==> src/rtl/sqrt_pipeline_stream.sv <==
// Purpose: pipelined restoring integer square root, one result bit per stage, optional round-to-nearest.
// Latency: N = DW/2 cycles from accept to o_Dout_valid; throughput one sample per clock.
// Backpressure: whole pipeline stalls in lockstep when the output is valid and not accepted; o_Din_ready = ~o_Dout_valid | i_Dout_ready.
//
// Ports:
//   i_Sys_clk, i_Rst             : clock, synchronous active-high reset
//   i_Din_valid/i_Din/i_Tag      : radicand and sideband tag in, accepted with o_Din_ready
//   o_Dout_valid/i_Dout_ready    : result handshake
//   o_Root, o_Rem, o_Tag         : root (floor or rounded), floor remainder, echoed tag
module sqrt_pipeline_stream #(
  parameter int DW       = 16,
  parameter int TW       = 8,
  parameter int ROUND_EN = 0
) (
  input  logic              i_Sys_clk,
  input  logic              i_Rst,
  input  logic              i_Din_valid,
  input  logic [DW-1:0]     i_Din,
  input  logic [TW-1:0]     i_Tag,
  output logic              o_Din_ready,
  output logic              o_Dout_valid,
  input  logic              i_Dout_ready,
  output logic [DW/2-1:0]   o_Root,
  output logic [DW/2:0]     o_Rem,
  output logic [TW-1:0]     o_Tag
);

  localparam int N = DW / 2;

  if (((DW % 2) != 0) || (DW < 4)) begin : g_bad_dw
    $error("sqrt_pipeline_stream: DW must be even and at least 4");
  end

  // Every stage moves together; there is no bubble collapsing.
  logic advance;
  assign advance     = ~o_Dout_valid | i_Dout_ready;
  assign o_Din_ready = advance;

  for (genvar k = 0; k < N; k++) begin : g_stage
    logic          vld_q,  vld_d;
    logic [N-1:0]  root_q, root_d;
    logic [N:0]    rem_q,  rem_d;
    logic [DW-1:0] rad_q,  rad_d;
    logic [TW-1:0] tag_q,  tag_d;

    // Values presented by the predecessor (or the input port for S0).
    logic          p_vld;
    logic [N-1:0]  p_root;
    logic [N:0]    p_rem;
    logic [DW-1:0] p_rad;
    logic [TW-1:0] p_tag;

    logic [N+1:0]  r, t, diff;
    logic [N-1:0]  n_root;
    logic [N:0]    n_rem;
    logic          round_up;
    logic          unused_bits;

    if (k == 0) begin : g_first
      assign p_vld  = i_Din_valid;
      assign p_root = '0;
      assign p_rem  = '0;
      assign p_rad  = i_Din;
      assign p_tag  = i_Tag;
    end else begin : g_next
      assign p_vld  = g_stage[k-1].vld_q;
      assign p_root = g_stage[k-1].root_q;
      assign p_rem  = g_stage[k-1].rem_q;
      assign p_rad  = g_stage[k-1].rad_q;
      assign p_tag  = g_stage[k-1].tag_q;
    end

    // Entering stage k the partial root has k bits and rem <= 2*root < 2^(k+1),
    // so the top bits dropped below are always zero and N+2 bits hold r, t and r-t.
    assign unused_bits = ^{p_rem[N], p_root[N-1], r[N+1], diff[N+1], rad_q};

    always_comb begin
      r    = {p_rem[N-1:0], p_rad[DW-1:DW-2]};
      t    = {p_root, 2'b01};
      diff = r - t;
      if (r >= t) begin
        n_rem  = diff[N:0];
        n_root = {p_root[N-2:0], 1'b1};
      end else begin
        n_rem  = r[N:0];
        n_root = {p_root[N-2:0], 1'b0};
      end

      // Round-to-nearest folded into the last stage: x - f^2 > f means x is
      // past the midpoint (f+0.5)^2; an all-ones root saturates instead of wrapping.
      round_up = 1'b0;
      if ((ROUND_EN != 0) && (k == N-1)) begin
        round_up = (n_rem > {1'b0, n_root}) && (n_root != {N{1'b1}});
      end

      vld_d  = vld_q;
      root_d = root_q;
      rem_d  = rem_q;
      rad_d  = rad_q;
      tag_d  = tag_q;
      if (advance) begin
        vld_d  = p_vld;
        root_d = n_root + {{(N-1){1'b0}}, round_up};
        rem_d  = n_rem;
        rad_d  = {p_rad[DW-3:0], 2'b00};
        tag_d  = p_tag;
      end
    end

    always_ff @(posedge i_Sys_clk) begin
      if (i_Rst) begin
        vld_q  <= 1'b0;
        root_q <= '0;
        rem_q  <= '0;
        rad_q  <= '0;
        tag_q  <= '0;
      end else begin
        vld_q  <= vld_d;
        root_q <= root_d;
        rem_q  <= rem_d;
        rad_q  <= rad_d;
        tag_q  <= tag_d;
      end
    end
  end

  assign o_Dout_valid = g_stage[N-1].vld_q;
  assign o_Root       = g_stage[N-1].root_q;
  assign o_Rem        = g_stage[N-1].rem_q;
  assign o_Tag        = g_stage[N-1].tag_q;

endmodule

==> config.mk <==
export PLATFORM = sky130hd
export DESIGN_NAME = sqrt_pipeline_stream
export DESIGN_NICKNAME = d
export VERILOG_FILES = /design/src/rtl/sqrt_pipeline_stream.sv
export SDC_FILE = /design/constraint.sdc
export NUM_CORES = 1
export LEC_CHECK = 0
export ABC_AREA = 0
export BUFFER_PORTS_ARGS = -buffer_cell sky130_fd_sc_hd__buf_2
export CAP_MARGIN = 20
export CORE_ASPECT_RATIO = 1.4
export CORE_UTILIZATION = 45
export DETAILED_ROUTE_END_ITERATION = 12
export PLACE_DENSITY = 0.63
export SYNTH_ARGS = -nofsm -noshare
export SYNTH_HDL_FRONTEND = slang
export SYNTH_SLANG_ARGS = --single-unit
==> constraint.sdc <==
create_clock -name i_Sys_clk -period 2.4 [get_ports i_Sys_clk]
set_input_delay 0 -clock i_Sys_clk [delete_from_list [all_inputs] [get_ports i_Sys_clk]]
set_output_delay 0 -clock i_Sys_clk [all_outputs]
set_load 0.1 [all_outputs]
### After elaboration in Yosys (flattened, before gate mapping)

Index checks and enable logic that the tools add are counted.

| storage, ports and cells | value |
|---|---|
| register bits after elaboration | 229 |
| input bits | 28 |
| output and inout bits | 27 |
| word-level logic and storage cells | 73 |

| cells by class | value |
|---|---|
| $add $sub $neg | 8 |
| $lt $le $gt $ge | 8 |
| muxes and demuxes | 16 |
| bitwise operators | 2 |

Operators with widths:

| operator | count |
|---|---|
| 8-bit 2-to-1 mux | 7 |
| 10-bit by 3-bit greater-or-equal comparator with 1-bit output | 1 |
| 10-bit by 4-bit greater-or-equal comparator with 1-bit output | 1 |
| 10-bit by 5-bit greater-or-equal comparator with 1-bit output | 1 |
| 10-bit by 6-bit greater-or-equal comparator with 1-bit output | 1 |
| 10-bit by 7-bit greater-or-equal comparator with 1-bit output | 1 |
| 10-bit by 8-bit greater-or-equal comparator with 1-bit output | 1 |
| 10-bit by 9-bit greater-or-equal comparator with 1-bit output | 1 |
| 9-bit 2-to-1 mux | 1 |
| 9-bit subtractor | 1 |
| 1-bit 2-to-1 mux | 8 |
| 8-bit by 3-bit subtractor with 8-bit output | 1 |
| 8-bit by 4-bit subtractor with 8-bit output | 1 |
| 8-bit by 5-bit subtractor with 8-bit output | 1 |
| 8-bit by 6-bit subtractor with 8-bit output | 1 |
| 8-bit by 7-bit subtractor with 8-bit output | 1 |
| 8-bit subtractor | 1 |
| 2-bit by 1-bit subtractor with 3-bit output (second input constant) | 1 |
| 2-bit by 1-bit greater-or-equal comparator with 1-bit output (second input constant) | 1 |
| 1-bit NOT | 1 |
| 1-bit OR | 1 |

### Depth between registers and ports, before layout

| depth | value |
|---|---|
| depth in word-level cells | 2 |
| gate-level depth with buffers | 9 |
| depth with buffers taken out | 8 |

### Worst setup path after synthesis

No wires, ideal clock.

| timing path | value |
|---|---|
| kind | register to register |
| start point | reg g_stage[7].vld_q, in the netlist o_Dout_valid |
| end point | reg g_stage[2].rem_q[5] |
| library setup time | 182 ps |
| arrival | 2573 ps |
| required time | 2218 ps |
| path slack | -355 ps |
| stages on the path, launching flop included | 7 |
| buffers on the path | 3 |
| clock period less this slack | 2755 ps |
| cells stage by stage | dfxtp_1 -> nor2b_1 -> clkbuf_1 -> inv_2 -> clkbuf_1 -> clkbuf_1 -> a21oi_1 |

| on the way | value |
|---|---|
| cells in the longest elaborated chain, start to end | 2 |

Ends and longest elaborated chain:

| item | RTL line | text |
|---|---|---|
| start: declaration | 40 | `logic vld_q, vld_d;` |
| start signal: assignment | 118 | `vld_q <= vld_d;` |
| 1-bit NOT | 36 | `assign advance = ~o_Dout_valid \| i_Dout_ready;` |
| 1-bit OR | 36 |  |
| named net o_Din_ready | 20 | `output logic o_Din_ready,` |
| end signal: assignment | 120 | `rem_q <= rem_d;` |
| end: declaration | 42 | `logic [N:0] rem_q, rem_d;` |

The timed path passes the listed nets, and every way through them passes these cells.
A chain may end at the register's enable or synchronous reset.

### Worst setup path in the final report

| timing path | value |
|---|---|
| start point | reg g_stage[5].root_q[5] |
| end point | reg g_stage[6].rem_q[3] |

| on the way | value |
|---|---|
| cells in the longest elaborated chain, start to end | 2 |

Ends and longest elaborated chain:

| item | RTL line | text |
|---|---|---|
| start: declaration | 41 | `logic [N-1:0] root_q, root_d;` |
| start signal: assignment | 119 | `root_q <= root_d;` |
| 10-bit by 8-bit greater-or-equal comparator with 1-bit output | 81 | `if (r >= t) begin` |
| 8-bit 2-to-1 mux | 81 |  |
| end signal: assignment | 120 |  |
| end: declaration | 42 |  |

Every way passes these cells.

==> reports/metrics.yaml <==
run_status:
  outcome: "completed"
yosys:
  syn_inst: 1263
  yosysWarnings: 0
  synth-seq-area-share: 0.452
  synth_edf_count: 0
  synth_seq_cells: 224
  yosysMostFrequentCell: "nand2_1"
  synthTopCellsByArea: "dfxtp_1 (45%), nand2_1 (13%), a21oi_1 (10%)"
  synthesis.area_um2: 9910
  synth_common_cells: "nand2_1 (350), dfxtp_1 (224), a21oi_1 (206)"
  synthFlopType: "dfxtp_1"
  yosysTopAreaCell: "dfxtp_1"
  synth_top_area_share: 0.452
  ys_types: 62
  syn_nets: 1333
  syn_avg_cell_area_um2: 7.85
  async_reset_ff_frac: 0
sta:
  tightest_slew_ns: 0.663
  setup_tns_ns: 0
  whs_ns: 0.0772
  relSlewSlack: 0.558
  max_freq_ghz: 0.462
  period_share: 0.902
  skew_ns: 0.00878
  setup_viol_count_final: 0
  finalMaxSlewViolations: 0
  rsz0062_at_grt: "false"
  fin_crit_ns: 2.16
  hold_viol: 0
drt:
  wl_per_cell_um: 13.9
  ant_nets: 0
  drcViolationCount: 0
  drt_iter0_markers: 431
  firstDrtPassIters: 4
  wl_met1_um: 9760
  vias: 8371
  wl_met2_um: 11500
  met3_length_um: 559
  top_layer: "met4"
  avgViaCountPerCell: 5.19
  routed_wirelength_um: 22400
power_and_ir_drop:
  power_frac_seq: 0.373
  total_power_mw: 12.1
  pwr-share-clk: 0.286
  peakVddDrop_mv: 0.561
  switching_share: 0.351
  power_density_nw_per_um2: 1060
  p_leak_nw: 4.46
  pwr-share-comb: 0.341
  power_switching_mw: 4.25
  p_int_mw: 7.84
layout:
  final_nets: 1377
  design_area_um2: 11500
  drive_above_1_share: 0.0908
  utilization: 0.536
  diodes: 0
  syn2layout_area_growth_pct: 15.5
placed_design:
  place_area_um2: 10500
  dp_hpwl_um: 14200
  gp_congestion: 0.826
  port_buffers: 54
worst_setup_path:
  cp.arrival_ns: 2.55
  crit_type: "reg2reg"
  setup.worst_path.end_class: "flip-flop"
  cp-start-kind: "flip-flop"
  cp_max_fo: 8
  required_ns: 2.79
die:
  start_util: 0.464
  fp.dieW_um: 127
  fp.coreArea_um2: 21400
  num_rows: 63
  dieArea_um2: 22600
  pin_count: 55
  die_h_um: 178
worst_hold_path:
  worstHoldPathType: "in2reg"
global_routing:
  grt_pass1_vias: 8135
  antenna_found_initial: 0
  grt_start_max_net_pins: 141
  track_usage: 0.201
  grt_pass1_wl_um: 37800
  grt-ovfl-total: 0
cts:
  clock-root-buffer: "clkbuf_16"
  ctsResizeCount: 0
  numCtsBuffers: 23
  cts_tree: "built"
  clkTransAtPathRegs_ns: 0.06
  clk_latency_ns: 0.52
  cts.sinks: 224
  clockBufferDepth: 3
  htreeDepth: 1
run:
  drv_cap: 0
-- what timing repair did --
action / in CTS / in global routing
setup buffers: 0 / 0
hold buffers: 27 / 0
endpoints found under the hold margin: 43 / 0
-- routing by layer --
layer,vias to the layer above,global-route usage
met5,-,0
met4,0,0.0714
met3,55,0.0241
met2,116,0.378
met1,3875,0.232
li1,4325,-
-- cell type report --
cell class	count	area [um^2]
fill	2107	9910
multi-input combinational	907	4920
sequential	224	4480
timing repair buffer	98	752
clock buffer	34	657
tap	292	365
inverter	53	204
clock inverter	5	65.1
-- worst paths after layout --
kind / from / endpoint / slack (ns) / depth (start not counted)
hold reg to reg: o_Tag[2] / o_Tag[2] / 0.45 / 2
hold / removal: i_Dout_ready / o_Rem[5] / 0.08 / 5
setup reg to reg: g_stage[5].root_q[5] / g_stage[6].rem_q[3] / 0.24 / 7
setup / recovery: g_stage[5].root_q[5] / g_stage[6].rem_q[3] / 0.24 / 7
-- state kept, by name, summed over array words and instances, names as in the netlist --
name	cells
g_stage.rad_q	56
g_stage.tag_q	56
g_stage.rem_q	51
g_stage.root_q	28
o_Rem	9
o_Root	8
o_Tag	8
g_stage.vld_q	7
o_Dout_valid	1
-- cell families after synthesis --
| group | count (synthesis) | synth area share |
|---|---|---|
| and+or+nand+nor | 498 | 0.210 |
| AOI/OAI and AO/OA | 320 | 0.189 |
| DFF | 224 | 0.452 |
| buffers and inverters | 132 | 0.0519 |
| adders and majority gates | 42 | 0.0530 |
| xor gates and xnor gates | 33 | 0.0292 |
| muxes | 14 | 0.0143 |
-- critical path, cell delays in order (launching register included) --
cell and delay (ns):
dfxtp_1 0.34, inv_1 0.05, ha_1 0.36, a2111o_1 0.46, a31oi_2 0.32, buf_4 0.23, mux2i_1 0.19, a21oi_1 0.08
-- per-stage QoR --
stage	instances	setup slack [ns]
3_3_place_gp	1547	0.320
2_1_floorplan	1263	0.0758
6_report	1613	0.236
3_5_place_dp	1547	0.255
5_1_grt	1613	0.0294
4_1_cts	1613	0.245
-- placed cells by master (no fill, tap or decap), types with 24 or more instances in the layout --
cell type / instances
nand2_1: 350
dfxtp_1: 224
a21oi_1: 206
nor2_1: 57
buf_2: 52
inv_1: 51
ha_1: 42
o21ai_0: 36
dlygate4sd3_1: 27
a211oi_1: 24
-- power groups by stage --
stage               Combinational [mW]  Clock [mW]  Sequential, mW
detailed placement                4.06           0            4.59
CTS                               4.11        3.55            4.51
floorplan                         2.81           0            5.05
global placement                  3.99           0            4.58
global route                      4.50        3.71            4.57
finish                            4.12        3.46            4.51
(Power assumes the default switching activity.)
